--- config.mk ---
export PLATFORM = sky130hd
export DESIGN_NAME = api_reg_cmd_engine
export DESIGN_NICKNAME = d
export VERILOG_FILES = /design/src/rtl/api_cmd_pkg.sv /design/src/rtl/api_reg_bank.sv /design/src/rtl/api_reg_cmd_engine.sv
export SDC_FILE = /design/constraint.sdc
export NUM_CORES = 2
export LEC_CHECK = 0
export CORE_AREA = 2 2 498 500
export CTS_CLUSTER_DIAMETER = 100
export DETAILED_ROUTE_END_ITERATION = 10
export DIE_AREA = 0 0 500 502
export PLACE_DENSITY = 0.41
export RECOVER_POWER = 100
export REMOVE_ABC_BUFFERS = 1
export SKIP_LAST_GASP = 1
export SLEW_MARGIN = 20
export SYNTH_ARGS = -nofsm -noshare
export SYNTH_HDL_FRONTEND = slang
export SYNTH_SLANG_ARGS = --single-unit
--- constraint.sdc ---
create_clock -name api_clk_in -period 2.1 [get_ports api_clk_in]
set_input_delay 0.42 -clock api_clk_in [delete_from_list [all_inputs] [get_ports api_clk_in]]
set_output_delay 0.42 -clock api_clk_in [all_outputs]
set_load 0.01 [all_outputs]
--- src/rtl/api_cmd_pkg.sv ---
// api_cmd_pkg: command codes, FSM encoding and default field widths for the API command engine.
package api_cmd_pkg;
  localparam int SLOT_W_D = 4;
  localparam int FPGA_W_D = 4;
  localparam int REG_W_D  = 8;
  localparam int CMD_W_D  = 8;
  localparam int DATA_W_D = 64;
  localparam logic [7:0] CMD_WRITE     = 8'h01;
  localparam logic [7:0] CMD_READ      = 8'h02;
  localparam logic [7:0] CMD_READ_RESP = 8'h03;
  typedef enum logic [1:0] {IDLE, EXEC, RESP} state_t;
endpackage

--- src/rtl/api_reg_bank.sv ---
// api_reg_bank: register bank with write strobes, address-range check and read mux; reg 0 is a read-only ID.
module api_reg_bank #(
  parameter int REG_W = 8,
  parameter int DATA_W = 64,
  parameter int NUM_REGS = 16,
  parameter logic [DATA_W-1:0] ID_VALUE = 64'h5345_0000_0000_0001
) (
  input  logic                         clk,
  input  logic                         rst_n,
  input  logic                         wr_en,
  input  logic [REG_W-1:0]             addr,
  input  logic [DATA_W-1:0]            wr_data,
  output logic [NUM_REGS*DATA_W-1:0]   q,
  output logic [NUM_REGS-1:0]          wr_stb,
  output logic [DATA_W-1:0]            rd_data,
  output logic                         wr_ok,
  output logic                         rd_ok
);
  localparam int AW = $clog2(NUM_REGS);
  logic [DATA_W-1:0] regs [NUM_REGS];
  logic [AW-1:0] idx;
  assign idx = addr[AW-1:0];
  assign rd_ok = {1'b0, addr} < (REG_W+1)'(NUM_REGS);
  assign wr_ok = rd_ok && addr != '0;
  assign rd_data = addr == '0 ? ID_VALUE : rd_ok ? regs[idx] : '0;
  // reg 0 storage is never written, so its slot in q stays zero
  always_ff @(posedge clk or negedge rst_n) begin
    if (!rst_n) begin
      for (int i = 0; i < NUM_REGS; i++) regs[i] <= '0;
      wr_stb <= '0;
    end else begin
      wr_stb <= '0;
      if (wr_en && wr_ok) begin
        regs[idx]   <= wr_data;
        wr_stb[idx] <= 1'b1;
      end
    end
  end
  for (genvar i = 0; i < NUM_REGS; i++) begin : g_q
    assign q[i*DATA_W +: DATA_W] = regs[i];
  end
endmodule

--- src/rtl/api_reg_cmd_engine.sv ---
// api_reg_cmd_engine: pops API packets, executes WRITE/READ on a local register bank, returns read responses.
module api_reg_cmd_engine
  import api_cmd_pkg::*;
#(
  parameter int SLOT_W = SLOT_W_D,
  parameter int FPGA_W = FPGA_W_D,
  parameter int REG_W = REG_W_D,
  parameter int CMD_W = CMD_W_D,
  parameter int DATA_W = DATA_W_D,
  parameter int NUM_REGS = 16,
  parameter logic [DATA_W-1:0] ID_VALUE = 64'h5345_0000_0000_0001
) (
  input  logic                       api_clk_in,
  input  logic                       api_rst_n_in,
  input  logic [SLOT_W-1:0]          api_self_slot_in,
  input  logic [FPGA_W-1:0]          api_self_fpga_in,
  output logic                       api_i_clk_out,
  input  logic [SLOT_W-1:0]          api_i_src_slot_in,
  input  logic [FPGA_W-1:0]          api_i_src_fpga_in,
  input  logic [REG_W-1:0]           api_i_src_reg_in,
  input  logic [CMD_W-1:0]           api_i_src_cmd_in,
  input  logic [REG_W-1:0]           api_i_tgt_reg_in,
  input  logic [CMD_W-1:0]           api_i_tgt_cmd_in,
  input  logic [DATA_W-1:0]          api_i_data_in,
  input  logic                       api_i_empty_in,
  output logic                       api_i_rd_en_out,
  output logic                       api_o_clk_out,
  input  logic                       api_o_rfd_in,
  output logic [SLOT_W-1:0]          api_o_tgt_slot_out,
  output logic [FPGA_W-1:0]          api_o_tgt_fpga_out,
  output logic [REG_W-1:0]           api_o_tgt_reg_out,
  output logic [CMD_W-1:0]           api_o_tgt_cmd_out,
  output logic [REG_W-1:0]           api_o_src_reg_out,
  output logic [CMD_W-1:0]           api_o_src_cmd_out,
  output logic [DATA_W-1:0]          api_o_data_out,
  output logic                       api_o_wr_en_out,
  output logic [NUM_REGS*DATA_W-1:0] reg_q_out,
  output logic [NUM_REGS-1:0]        reg_wr_stb_out,
  output logic [15:0]                err_cnt_out,
  output logic [3:0]                 led_out
);
  typedef struct packed {
    logic [SLOT_W-1:0] src_slot;
    logic [FPGA_W-1:0] src_fpga;
    logic [REG_W-1:0]  src_reg;
    logic [CMD_W-1:0]  src_cmd;
    logic [REG_W-1:0]  tgt_reg;
    logic [CMD_W-1:0]  tgt_cmd;
    logic [DATA_W-1:0] data;
  } pkt_t;
  state_t state, state_nx;
  pkt_t pkt, head;
  logic pop, is_wr, is_rd, err, wr_ok, rd_ok, err_sticky;
  logic [DATA_W-1:0] rd_data;
  logic [25:0] hb;
  assign api_i_clk_out = api_clk_in;
  assign api_o_clk_out = api_clk_in;
  assign head = '{api_i_src_slot_in, api_i_src_fpga_in, api_i_src_reg_in, api_i_src_cmd_in,
                  api_i_tgt_reg_in, api_i_tgt_cmd_in, api_i_data_in};
  assign is_wr = pkt.tgt_cmd == CMD_W'(CMD_WRITE);
  assign is_rd = pkt.tgt_cmd == CMD_W'(CMD_READ);
  assign err = state == EXEC && (is_wr ? !wr_ok : is_rd ? !rd_ok : 1'b1);
  assign api_i_rd_en_out = pop;
  assign api_o_wr_en_out = state == RESP && api_o_rfd_in;
  assign led_out = {err_sticky, state == RESP, state != IDLE, hb[25]};
  // pop is gated by reset so a non-empty FIFO is never popped while held in reset
  always_comb begin
    state_nx = state;
    pop = 1'b0;
    case (state)
      IDLE: begin
        pop = api_rst_n_in && !api_i_empty_in;
        state_nx = pop ? EXEC : IDLE;
      end
      EXEC: state_nx = is_rd ? RESP : IDLE;
      RESP: state_nx = api_o_rfd_in ? IDLE : RESP;
      default: state_nx = IDLE;
    endcase
  end
  always_ff @(posedge api_clk_in or negedge api_rst_n_in) begin
    if (!api_rst_n_in) begin
      state <= IDLE;
      pkt <= '0;
      hb <= '0;
      err_cnt_out <= '0;
      err_sticky <= 1'b0;
      api_o_tgt_slot_out <= '0;
      api_o_tgt_fpga_out <= '0;
      api_o_tgt_reg_out <= '0;
      api_o_tgt_cmd_out <= '0;
      api_o_src_reg_out <= '0;
      api_o_src_cmd_out <= '0;
      api_o_data_out <= '0;
    end else begin
      state <= state_nx;
      hb <= hb + 1'b1;
      if (pop) pkt <= head;
      if (err) err_sticky <= 1'b1;
      if (err && err_cnt_out != 16'hFFFF) err_cnt_out <= err_cnt_out + 1'b1;
      if (state == EXEC && is_rd) begin
        api_o_tgt_slot_out <= pkt.src_slot;
        api_o_tgt_fpga_out <= pkt.src_fpga;
        api_o_tgt_reg_out <= pkt.src_reg;
        api_o_tgt_cmd_out <= CMD_W'(CMD_READ_RESP);
        api_o_src_reg_out <= pkt.tgt_reg;
        api_o_src_cmd_out <= CMD_W'(CMD_READ_RESP);
        api_o_data_out <= rd_data;
      end
    end
  end
  api_reg_bank #(
    .REG_W(REG_W), .DATA_W(DATA_W), .NUM_REGS(NUM_REGS), .ID_VALUE(ID_VALUE)
  ) u_bank (
    .clk(api_clk_in),
    .rst_n(api_rst_n_in),
    .wr_en(state == EXEC && is_wr),
    .addr(pkt.tgt_reg),
    .wr_data(pkt.data),
    .q(reg_q_out),
    .wr_stb(reg_wr_stb_out),
    .rd_data(rd_data),
    .wr_ok(wr_ok),
    .rd_ok(rd_ok)
  );
endmodule

==> impl_results.md <==
* Status: finished, violations left
* Failing checks: setup timing
* GRT Total Usage at 21.85%
* CP peak stage delay at 520 ps
* #FFs+latches synth at about 1300
* Maxcap violations at 0
* Finished Cell Area at 0.07944 mm2
* Slew headroom at 23.66%
* Kind of critical path: flip-flop to flip-flop
* Worst skew pair latency at 910 ps
* First drt pass iteration count at 5
* PwrDens at 758.0 mW/mm2
* Final Cycle Share at 126.6%
* Vias post-DR at between 30000 and 40000
* Largest net degree at the start of global routing at roughly 110
* Core Area at 0.2453 mm2
* Non-Filler Instances at 8331
* Crit path cell chain: nor4_4 -> nand4_4 -> buf_12 -> or4_4 -> buf_12 -> mux2_4
* Crit path buf inv count at 2
* Unrepaired setup endpoints after global routing: yes
* Least-Margin Pin Slew at 1145 ps
* Num rows at 182
* Power, Total at 60.22 mW
* Die Ht at 502 um
* Share of layout cells above drive strength 1 at 37.38%
* Final Util at 32.39%
* YS warnings at 0
* Hold Path Class: input pin to flip-flop
* Final Max Tran Viols at 0
* Fraction of registers with async set/reset at 100.0%
* Crit. End Element: flip-flop
* Post-synth EDFFs at 0
* Die ar. at 0.2510 mm2
* Lkg Pwr at 35.87 nW
* CP max FO at 33
* Yosys cell types at 43
* Ys flop type: dfrtp_1
* Initial Util at 22.42%
* Sequential element share of the synthesized area at 57.81%
* Fmax at 0.3760 GHz
* Hold path endpoint: pkt[18]$_DFFE_PN0P_
* Max Clock Skew at around 50 ps
* Post-layout min period at 2659 ps
* Global-route wire length before repair at 379.1 mm
* Synthesized area at 0.05498 mm2
* Post-synthesis cell count at 3582
* Syn_area_per_cell at about 15 um2
* Delay-heaviest family, CP: simple AND/OR/NAND/NOR gates
* CTS tree: done
* Dpl cells at ~8000
* Worst reg-to-reg path cell count at 6
* R2R Path End: u_bank.q[84]$_DFFE_PN0P_
* Max IR drop VDD at 0.6919 mV
* Vias in the first global route at between 40000 and 50000
* DR DRC count at 0
* Number of vias per cell at 4.571
* Hold Fails Final Rpt at 0
* GP Congestion at 0.8180
* Die W at about 500 um
* Clock Pin Slew Worst Setup and Hold Paths at about 60 ps
* Critical Path Source Type: flip-flop
* Grt ovf at 0
* CP most frequent cell: buf_12
* Setup violators final at 2288
* Final #Nets at 5104
* Initial antenna violation count at 9
* Worst path slowest cell: or4_4
* Hold path start: api_i_data_in[18]
* DP Area at 0.07342 mm2
* Hold depth at 2
* WL/cell at 34.04 um
* Required time of the critical path at roughly 2900 ps
* Initial DRC Count at a little over 2000
* HPWL after detailed placement at 205.6 mm
* Port buffer count at 1255
* Detail Route Antenna Nets at 0
* R2R setup slack at -560 ps
* Worst path arrival time at roughly 3400 ps
* P&R area growth vs syn at 44.50%
* Hold Slack at 109.3 ps
* Final WL at around 280 mm
* Reg-to-reg startpoint: pkt[69]$_DFFE_PN0P_
* PnR worst setup slack at -559.5 ps
* Top Ports at 1284
cell usage in the layout, fill, tap and decap left out, drive strengths merged, types with 3 or more instances in the layout:
cell type and instances:
a32o 8, and3 6, buf 320, clkbuf 303, clkdlybuf4s50 1211, clkinv 21
conb 13, dfrtp 1270, diode 4, dlygate4sd2 16, inv 13, mux2 1019
mux2i 144, mux4 240, nand2 285, nand2b 11, nand3 17, nand4 9
nor2 23, nor3 19, nor4 11, o21ai 17, o221ai 56, o22ai 8
or3 4, or4 3, xnor2 23, xor2 13
stage by stage:
step,TNS [ps],setup WS (ps)
finish,-585910,-559.5
global route,-827190,-568.3
CTS,-720400,-512.8
detailed placement,-495440,-913.9
global placement,-516970,-948.6
floorplan,-,-20230
cell type report:
cell class                      count  area [um2]
Antenna cell                        4       10.01
Clock buffer                      260        4962
Clock inverter                     31       387.9
Fill cell                       24250      165800
Inverter                            7       26.28
Multi-Input combinational cell   1945       21590
Sequential cell                  1270       31810
Tap cell                         3220        4029
Timing Repair Buffer             1594       16620
worst max path at each step:
stage / start / endpoint / slack [ps] / cells after the start
CTS: pkt[70]$_DFFE_PN0P_ / u_bank.q[105]$_DFFE_PN0P_ / -510 / 6
global route: pkt[69]$_DFFE_PN0P_ / u_bank.q[105]$_DFFE_PN0P_ / -570 / 6
detailed placement: pkt[65]$_DFFE_PN0P_ / u_bank.q[582]$_DFFE_PN0P_ / -910 / 7
global placement: pkt[65]$_DFFE_PN0P_ / u_bank.q[624]$_DFFE_PN0P_ / -950 / 7
floorplan: pkt[72]$_DFFE_PN0P_ / u_bank.q[256]$_DFFE_PN0P_ / -20230 / 2
finish: pkt[69]$_DFFE_PN0P_ / u_bank.q[84]$_DFFE_PN0P_ / -560 / 6
logic make-up (layout without fill, tap and decap cells):
logic type	count (synthesis)	in the layout	synth area share (%)
AOI/OAI and AO/OA	93	93	1.331
xor gates and xnor gates	36	36	0.5735
adders and majority gates	2	2	0.04551
buffers and inverters	379	1892	3.330
DFF	1270	1270	57.81
muxes	1403	1403	33.74
other	1	17	0.006821
and+or+nand+nor	398	398	3.168
where the power goes:
group	internal (mW)	total (mW)	switching, mW
combinational	2.41	5.34	2.93
sequential	24.9	26.6	1.64
clock	16.5	28.3	11.8
total	43.8	60.2	16.4
sequential cells by signal, summed over array words and instances (netlist names):
name                count
api_o_data_out         64
api_o_tgt_reg_out       8
api_o_tgt_fpga_out      4
err_sticky              1
api_o_tgt_cmd_out       1
api_o_src_reg_out       8
u_bank.wr_stb          16
api_o_tgt_slot_out      4
err_cnt_out            16
pkt                    96
hb                     26
state                   2
u_bank.q             1024
cells in the mapped netlist (4+ instances only):
cell / count / share of area [%]
buf_2: 77 / 0.70
dfrtp_1: 1270 / 58
nor3_1: 19 / 0.17
nand2_1: 285 / 1.9
mux2_4: 60 / 1.6
a32o_1: 8 / 0.15
nand2b_1: 11 / 0.13
mux2_2: 959 / 20
o221ai_1: 56 / 0.89
o22ai_1: 8 / 0.091
xor2_1: 13 / 0.21
nand4_1: 8 / 0.091
xnor2_1: 23 / 0.37
buf_1: 23 / 0.16
inv_1: 7 / 0.048
buf_6: 6 / 0.12
nor4_1: 9 / 0.10
nand3_1: 17 / 0.15
mux2i_1: 144 / 2.6
buf_4: 71 / 0.97
and3_1: 6 / 0.068
or3_1: 4 / 0.046
nor2_1: 23 / 0.16
o21ai_0: 17 / 0.15
clkbuf_1: 195 / 1.3
mux4_2: 240 / 9.8
routing by layer:
metal / up-vias / track usage, % / wire length [um]
met5: - / 0 / 44
met4: 6 / 5.779 / 7912
met3: 286 / 7.223 / 21970
met2: 1266 / 36.91 / 139000
met1: 20680 / 26.59 / 114700
li1: 15840 / - / -
worst register-to-register path: stages, from the launching register on:
cell and delay, ps:
dfrtp_1 400, nor4_4 390, nand4_4 210, buf_12 210
or4_4 520, buf_12 200, mux2_4 600
timing repair:
action	in CTS	in global routing
hold buffers	2	0
buffers inserted	15	11
gates cloned	3	12
pin swaps	7	6
endpoints found under the setup margin	2212	2237
gates resized for setup	84	59
hold endpoints to repair	265	0
Note: power is estimated with default switching activity, not from simulation.
